File: src/rtl/uberlut_multi.sv
// uberlut_multi: loadable lookup table for Hotwright controller branch conditions.
// Entries are streamed in one per beat (valid/ready), then read back with a
// registered, valid-qualified lookup addressed by {varSel, variable}.
module uberlut_multi #(
  parameter int NUM_VARS        = 6,
  parameter int NUM_VARSEL      = 2,
  parameter int NUM_VARSEL_BITS = 3,
  parameter int OUT_WIDTH       = 4
) (
  input  logic                       clk,
  input  logic                       rst,
  input  logic                       load_restart,
  input  logic [OUT_WIDTH-1:0]       uberLUT_data,
  input  logic                       uberLUT_valid,
  output logic                       uberLUT_ready,
  output logic                       ready,
  input  logic                       lookup_valid,
  input  logic [NUM_VARS-1:0]        variable,
  input  logic [NUM_VARSEL_BITS-1:0] varSel,
  output logic [OUT_WIDTH-1:0]       lhs,
  output logic                       lhs_valid,
  output logic                       sel_err
);

  localparam int DEPTH = NUM_VARSEL * (2 ** NUM_VARS);
  localparam int CNT_W = $clog2(DEPTH + 1);
  localparam int IDX_W = (DEPTH > 1) ? $clog2(DEPTH) : 1;
  localparam int AW    = NUM_VARSEL_BITS + NUM_VARS;

  localparam logic [CNT_W-1:0]         LAST_ADDR = CNT_W'(DEPTH - 1);
  localparam logic [NUM_VARSEL_BITS:0] NSEL      = (NUM_VARSEL_BITS + 1)'(NUM_VARSEL);

  typedef enum logic [0:0] {
    LOADING = 1'b0,
    READY   = 1'b1
  } state_t;

  state_t             state_q, state_d;
  logic [CNT_W-1:0]   load_addr_q, load_addr_d;
  logic               uready_s;
  logic               beat_acc_s;
  logic               wr_en_s;
  logic               ready_s;
  logic               lk_acc_s;
  logic               in_range_s;
  logic [AW-1:0]      addr_s;
  logic [IDX_W-1:0]   rd_idx_s;
  logic [IDX_W-1:0]   wr_idx_s;
  logic [OUT_WIDTH-1:0] lhs_q;
  logic               lhs_valid_q;
  logic               sel_err_q;

  // Table storage; deliberately not reset so it can map onto block RAM.
  logic [OUT_WIDTH-1:0] mem [0:DEPTH-1];

  // Load FSM next state, beat acceptance and load address advance.
  always_comb begin
    state_d     = state_q;
    load_addr_d = load_addr_q;
    uready_s    = 1'b0;
    beat_acc_s  = 1'b0;
    if (load_restart) begin
      // Restart wins over any beat presented in the same cycle.
      state_d     = LOADING;
      load_addr_d = '0;
    end else begin
      case (state_q)
        LOADING: begin
          uready_s = 1'b1;
          if (uberLUT_valid) begin
            beat_acc_s = 1'b1;
            if (load_addr_q == LAST_ADDR) begin
              state_d     = READY;
              load_addr_d = '0;
            end else begin
              load_addr_d = load_addr_q + CNT_W'(1);
            end
          end else begin
            load_addr_d = load_addr_q;
          end
        end
        READY: begin
          uready_s = 1'b0;
        end
        default: begin
          state_d     = LOADING;
          load_addr_d = '0;
        end
      endcase
    end
  end

  // Load FSM state and load address registers.
  always_ff @(posedge clk) begin
    if (rst) begin
      state_q     <= LOADING;
      load_addr_q <= '0;
    end else begin
      state_q     <= state_d;
      load_addr_q <= load_addr_d;
    end
  end

  // Beats are never taken in the reset cycle, so ready is masked by rst too.
  assign uberLUT_ready = uready_s & ~rst;
  assign wr_en_s       = beat_acc_s & ~rst;
  assign wr_idx_s      = IDX_W'(load_addr_q);

  // Table write port, active only while loading.
  always_ff @(posedge clk) begin
    if (wr_en_s) begin
      mem[wr_idx_s] <= uberLUT_data;
    end
  end

  assign ready_s    = (state_q == READY);
  assign ready      = ready_s;
  assign lk_acc_s   = lookup_valid & ready_s;
  assign addr_s     = {varSel, variable};
  assign in_range_s = ({1'b0, varSel} < NSEL);
  // In-range addresses are always below DEPTH, so the narrowing is lossless.
  assign rd_idx_s   = IDX_W'(addr_s);

  // Registered lookup: in-range reads the table, out-of-range flags sel_err.
  always_ff @(posedge clk) begin
    if (rst) begin
      lhs_q       <= '0;
      lhs_valid_q <= 1'b0;
      sel_err_q   <= 1'b0;
    end else if (lk_acc_s && in_range_s) begin
      lhs_q       <= mem[rd_idx_s];
      lhs_valid_q <= 1'b1;
      sel_err_q   <= 1'b0;
    end else if (lk_acc_s) begin
      lhs_q       <= '0;
      lhs_valid_q <= 1'b1;
      sel_err_q   <= 1'b1;
    end else begin
      lhs_q       <= lhs_q;
      lhs_valid_q <= 1'b0;
      sel_err_q   <= 1'b0;
    end
  end

  assign lhs       = lhs_q;
  assign lhs_valid = lhs_valid_q;
  assign sel_err   = sel_err_q;

endmodule

File: config.mk
export PLATFORM = sky130hd
export DESIGN_NAME = uberlut_multi
export DESIGN_NICKNAME = d
export VERILOG_FILES = /design/src/rtl/uberlut_multi.sv
export SDC_FILE = /design/constraint.sdc
export NUM_CORES = 1
export LEC_CHECK = 0
export CAP_MARGIN = 15
export CORE_MARGIN = 2
export CORE_UTILIZATION = 40
export CTS_BUF_LIST = sky130_fd_sc_hd__clkbuf_8
export DETAILED_ROUTE_END_ITERATION = 10
export GPL_TIMING_DRIVEN = 0
export PLACE_DENSITY = 0.52
export SLEW_MARGIN = 20
export SYNTH_ARGS = -nofsm -noshare
export SYNTH_HDL_FRONTEND = slang
export SYNTH_SLANG_ARGS = --single-unit
File: constraint.sdc
create_clock -name clk -period 3.6 [get_ports clk]
set_input_delay 0.72 -clock clk [delete_from_list [all_inputs] [get_ports clk]]
set_output_delay 0.72 -clock clk [all_outputs]
set_load 0.1 [all_outputs]
Yosys cells after proc, flatten, opt, wreduce, memory -nomap -nowiden:

Memory sizes are Yosys's and may differ from the RTL's.
Cells that the tools add are included.

* $add $sub $neg: 1
* magnitude comparators: 1
* equality and inequality tests: 1
* multiplexer cells: 15
* bitwise logic cells: 5
* reductions and logical operators: 5

Operator list (count)
* 1-bit two-way mux: 11
* 8-bit by 1-bit adder with 8-bit output (second input constant): 1
* 8-bit by 7-bit == test with 1-bit output (second input constant): 1
* 4-bit two-way mux: 2
* 8-bit two-way mux: 1
* 2-bit OR reduction: 2
* 1-bit AND: 3
* 3-bit by 2-bit < comparator with 1-bit output (second input constant): 1
* 1-bit inverter: 2
* 1-bit one-hot mux with 2 select lines: 1
* 2-bit AND reduction: 1
* 2-bit nonzero test: 1
* 1-bit logical AND: 1

* flip-flop bits (word level): 15
* memory bits (writable): 512
* bits of input ports: 18
* output and inout bits: 8
* word-level logic and storage cells: 34
* memories: 1

Memory list
* mem: depth 128, width 4, rd ports 1, clocked after Yosys merged registers in 0, wr ports 1, line 54 `logic [OUT_WIDTH-1:0] mem [0:DEPTH-1];`

Longest topological paths before layout:

* word-level depth: 6
* depth in mapped cells: 9
* mapped depth without buffers: 6

Least setup slack after synthesis:

Ideal clock, no wire load.

* kind: input -> output
* start point: input rst
* end point: output uberLUT_ready
* arrival time: 2.470 ns
* data required time: 2.880 ns
* path slack: 0.410 ns
* stages on the path: 3
* buffers on the path: 1
* cells stage by stage: or2_2 clkbuf_1 nor2_1

* longest elaborated chain between the ends: 2

Ends and longest elaborated chain
* start, declared: line 11 `input logic rst,`
* 1-bit inverter: line 105 `assign uberLUT_ready = uready_s & ~rst;`
* 1-bit AND: line 105
* end, declared: line 15 `output logic uberLUT_ready,`

Every way passes these cells.

Worst setup path in the final report:

* start point: input variable[2]
* end point: register lhs_q[2] (netlist: lhs[2])

* longest elaborated chain between the ends: 2

Ends and longest elaborated chain
* start, declared: line 18 `input logic [NUM_VARS-1:0] variable,`
* memory read 128 x 4 bit
* 4-bit two-way mux: line 130 `end else if (lk_acc_s && in_range_s) begin`
* end signal, assigned: line 131 `lhs_q <= mem[rd_idx_s];`
* end signal, assigned: line 139 `lhs_q <= lhs_q;`
* end, declared: line 49 `logic [OUT_WIDTH-1:0] lhs_q;`

Every way passes these cells.
A chain may end at the register's enable or synchronous reset.

==> impl_results.html <==
<table>
<tr><th>Metric</th><th>Value</th></tr>
<tr><th colspan="2">Run</th></tr>
<tr><td>Max Cap Violations</td><td>0</td></tr>
<tr><th colspan="2">STA</th></tr>
<tr><td>Unrepaired setup endpoints after global routing</td><td>false</td></tr>
<tr><td>Transition at the pin with the smallest max-transition slack</td><td>between 1 and 1.5 ns</td></tr>
<tr><td>Fin crit period</td><td>3.44 ns</td></tr>
<tr><td>Maximum clock frequency</td><td>between 0.2 and 0.3 GHz</td></tr>
<tr><td>Final setup viols</td><td>0</td></tr>
<tr><td>Final worst-path cycle share</td><td>95.7%</td></tr>
<tr><td>Final Hold Viols</td><td>0</td></tr>
<tr><td>Count of final max-slew check failures</td><td>0</td></tr>
<tr><td>Final setup skew</td><td>roughly 0.038 ns</td></tr>
<tr><td>Sum of negative setup slack</td><td>0 ns</td></tr>
<tr><td>Max_slew headroom</td><td>21.9%</td></tr>
<tr><th colspan="2">Clocking</th></tr>
<tr><td>Worst-path clk slew</td><td>0.06 ns</td></tr>
<tr><td>Clock sink count</td><td>527</td></tr>
<tr><td>CTS root buffer</td><td>clkbuf_8</td></tr>
<tr><td>TritonCTS Buffers</td><td>87</td></tr>
<tr><td>CTS tree</td><td>built</td></tr>
<tr><td>Clock Latency Late Sink</td><td>around 0.7 ns</td></tr>
<tr><td>Depth of the CTS H-tree</td><td>3</td></tr>
<tr><td>Clock tree buffer depth</td><td>3</td></tr>
<tr><td>Number of post-CTS setup repair buffers</td><td>0</td></tr>
<tr><th colspan="2">Run status</th></tr>
<tr><td>Run status</td><td>finished clean</td></tr>
<tr><th colspan="2">Drt</th></tr>
<tr><td>Mean routed wirelength per cell</td><td>~27 µm</td></tr>
<tr><td>Antenna-violating nets left</td><td>0</td></tr>
<tr><td>Average via count per standard cell</td><td>approximately 5.5</td></tr>
<tr><td>Total wirelength of the detailed-routed design</td><td>between 50000 and 60000 µm</td></tr>
<tr><td>Vias</td><td>~12000</td></tr>
<tr><td>DRC</td><td>0</td></tr>
<tr><td>1st-iter DRT viols</td><td>about 1100</td></tr>
<tr><td>First-pass iteration count of the detailed router</td><td>5</td></tr>
<tr><th colspan="2">Finish</th></tr>
<tr><td>Fraction of layout instances using a drive strength above 1</td><td>9.92%</td></tr>
<tr><td>Highest-count cells in the layout ignoring fill and taps</td><td>edfxtp_1, mux2i_1, nor2_1</td></tr>
<tr><td>Summed area of non-filler cells in the final layout</td><td>between 20000 and 25000 µm²</td></tr>
<tr><td>Filler Cells Inserted</td><td>about 4700</td></tr>
<tr><td>Most common cell after layout, fill and taps aside</td><td>edfxtp_1</td></tr>
<tr><td>Synth-to-layout area growth</td><td>13.0%</td></tr>
<tr><td>Final #Nets</td><td>around 1400</td></tr>
<tr><th colspan="2">Global route</th></tr>
<tr><td>First-pass GRT wire length</td><td>about 83000 µm</td></tr>
<tr><td>Largest net degree at the start of global routing</td><td>87</td></tr>
<tr><td>Antenna violations before repair</td><td>1</td></tr>
<tr><td>Global-route total usage across every layer</td><td>between 20% and 30%</td></tr>
<tr><td>Number of global-route vias before repair</td><td>approximately 12000</td></tr>
<tr><td>Remaining Overflow, GRT</td><td>0</td></tr>
<tr><th colspan="2">Worst setup path</th></tr>
<tr><td>Slowest cell delay on critical path</td><td>~0.66 ns</td></tr>
<tr><td>Critical-path cell list</td><td>clkdlybuf4s50_1 -&gt; nor2b_1 -&gt; clkbuf_1 -&gt; buf_1 -&gt; a22oi_1 -&gt; a21oi_1 -&gt; o41ai_1 -&gt; nand4_1 -&gt; o21ai_1</td></tr>
<tr><td>Critical path endpoint category</td><td>register</td></tr>
<tr><td>Data arrival time at the worst-slack endpoint</td><td>4.05 ns</td></tr>
<tr><td>Critical-path cell with the highest stage delay</td><td>o41ai_1</td></tr>
<tr><td>Crit path buffers/inverters</td><td>3</td></tr>
<tr><td>Top delay family on crit path</td><td>compound AO/OA/AOI/OAI gates</td></tr>
<tr><td>Worst Setup Start Kind</td><td>input port</td></tr>
<tr><td>Data required time at the worst endpoint</td><td>between 4 and 5 ns</td></tr>
<tr><td>WS Path Type</td><td>in2reg</td></tr>
<tr><td>Maximum fanout along the worst path</td><td>10</td></tr>
<tr><th colspan="2">Pwr</th></tr>
<tr><td>IR drop worst, VDD</td><td>273 µV</td></tr>
<tr><td>Leak pwr</td><td>8.06 nW</td></tr>
<tr><td>Total power divided by cell area</td><td>506 nW/µm²</td></tr>
<tr><th colspan="2">Floorplan</th></tr>
<tr><td>DIE HEIGHT</td><td>between 200 and 250 µm</td></tr>
<tr><td>Site Rows</td><td>84</td></tr>
<tr><td>Initial core utilization</td><td>40.4%</td></tr>
<tr><td>Area of the placeable core</td><td>52600 µm²</td></tr>
<tr><td>Die boundary width</td><td>234 µm</td></tr>
<tr><td>Area of the die</td><td>about 55000 µm²</td></tr>
<tr><td>Boundary pin count</td><td>26</td></tr>
<tr><th colspan="2">Logic synthesis</th></tr>
<tr><td>Mean area per synthesized cell</td><td>~16 µm²</td></tr>
<tr><td>Count of cell types in the netlist</td><td>35</td></tr>
<tr><td>Number of cells produced by synthesis</td><td>1310</td></tr>
<tr><td>Post-synth design cell area</td><td>between 20000 and 25000 µm²</td></tr>
<tr><td>Share of the yosys chip area belonging to registers</td><td>about 74%</td></tr>
<tr><td>Net count after synthesis</td><td>roughly 1300</td></tr>
<tr><td>Number of storage elements in the synthesis netlist</td><td>527</td></tr>
<tr><td>EDFF count, synth</td><td>between 500 and 600</td></tr>
<tr><td>Synth async-reset ratio</td><td>0%</td></tr>
<tr><td>Leading register cell type out of synthesis</td><td>edfxtp_1</td></tr>
<tr><td>Number of synthesis warnings</td><td>0</td></tr>
<tr><th colspan="2">Place</th></tr>
<tr><td>Count of input and output buffers</td><td>24</td></tr>
<tr><td>Weighted congestion reported at the end of routability-driven placement</td><td>just over 0.9</td></tr>
<tr><td>Placed inst area</td><td>around 22000 µm²</td></tr>
<tr><td>Post-detailed-placement half-perimeter wirelength</td><td>just under 40000 µm</td></tr>
<tr><th colspan="2">Min path</th></tr>
<tr><td>Type of the tightest min-delay check</td><td>reg2reg</td></tr>
</table>
## cells in the mapped netlist, drive strengths merged, types with 8 or more instances
| cell type | n | area share, % |
|---|---|---|
| dfxtp | 15 | 1.4 |
| nor2b | 9 | 0.27 |
| a22oi | 128 | 4.5 |
| nor2 | 146 | 2.6 |
| mux2i | 256 | 12 |
| o41ai | 16 | 0.66 |
| nand2 | 27 | 0.48 |
| nand3 | 8 | 0.19 |
| buf | 37 | 1.5 |
| edfxtp | 512 | 72 |
| clkbuf | 47 | 0.86 |
| a21oi | 66 | 1.6 |
## cell families (layout without fill, tap and decap cells)
family                     after synthesis  in the layout  synth area share (%)
other                                    0              1                     0
xor gates and xnor gates                 7              7                 0.289
muxes                                  256            256                  12.1
and+or+nand+nor                        219            219                  4.39
AOI/OAI and AO/OA                      216            216                  6.92
adders and majority gates                1              1                0.0590
DFF                                    527            527                  73.9
buffers and inverters                   84            266                  2.38
## metrics by stage
| step | hold slack, ns | cells | worst slack, ns | power, mW | utilization (%) |
|---|---|---|---|---|---|
| global route | 0.458 | 2181 | 0.159 | 12.5 | 45.6 |
| detailed placement | 0.450 | 2027 | -0.464 | 7.51 | 42.7 |
| CTS | 0.428 | 2180 | 0.0646 | 12.2 | 45.6 |
| finish | 0.457 | 2181 | 0.156 | 12.1 | 45.6 |
| floorplan | 0.506 | 1310 | 0.410 | 7.19 | - |
| global placement | 0.446 | 2022 | -2.22 | 7.52 | 42.5 |
## path summary, 6_finish.rpt
kind                       start         end  slack (ns)  cells past startpoint
setup reg to reg  load_addr_q[1]  mem[39][0]        0.48                      6
hold reg to reg           lhs[0]      lhs[0]        0.46                      2
setup / recovery     variable[2]      lhs[2]        0.16                      9
hold / removal            lhs[0]      lhs[0]        0.46                      2
## layout make-up
class	count	area (µm²)	area share [%]
plain buffers	84	507	2.11
multi-input cells	699	5040	21.0
clock inverters	64	312	1.30
diodes	1	2.50	0.0104
clock buffers	89	1220	5.11
repair buffers	29	355	1.48
well taps	688	861	3.59
flip-flops and latches	527	15700	65.4
## routing by layer
layer | part of all wire [%] | wire length (µm) | vias to the layer above | track usage (%)
met5 | 0 | 0 | - | 0
met4 | 2.7 | 1600 | 0 | 7.84
met3 | 5.6 | 3260 | 81 | 3.87
met2 | 47 | 27400 | 410 | 34.1
met1 | 45 | 26400 | 6174 | 30.2
li1 | - | - | 5376 | -
## tightest hold or removal path: stages (launching register included)
cell and delay, ns:
dfxtp_1 0.31, nand2_1 0.05, o21ai_1 0.05
## power breakdown
part / leakage, nW / total, mW / switching [mW] / internal [mW]
Sequential: 4.72 / 6.73 / 0.000804 / 6.73
Clock: 0.883 / 4.74 / 2.32 / 2.42
Combinational: 2.46 / 0.653 / 0.449 / 0.204
## sequential cells by signal (all words and copies together) (netlist names)
register / cells
lhs: 4
ready: 1
mem: 512
load_addr_q: 8
sel_err: 1
lhs_valid: 1
## what timing repair did
item | in CTS | in global routing
endpoints found under the setup margin | 1 | 1
hold buffers | 0 | 0
resized for setup | 1 | 2
(Power assumes the default switching activity.)
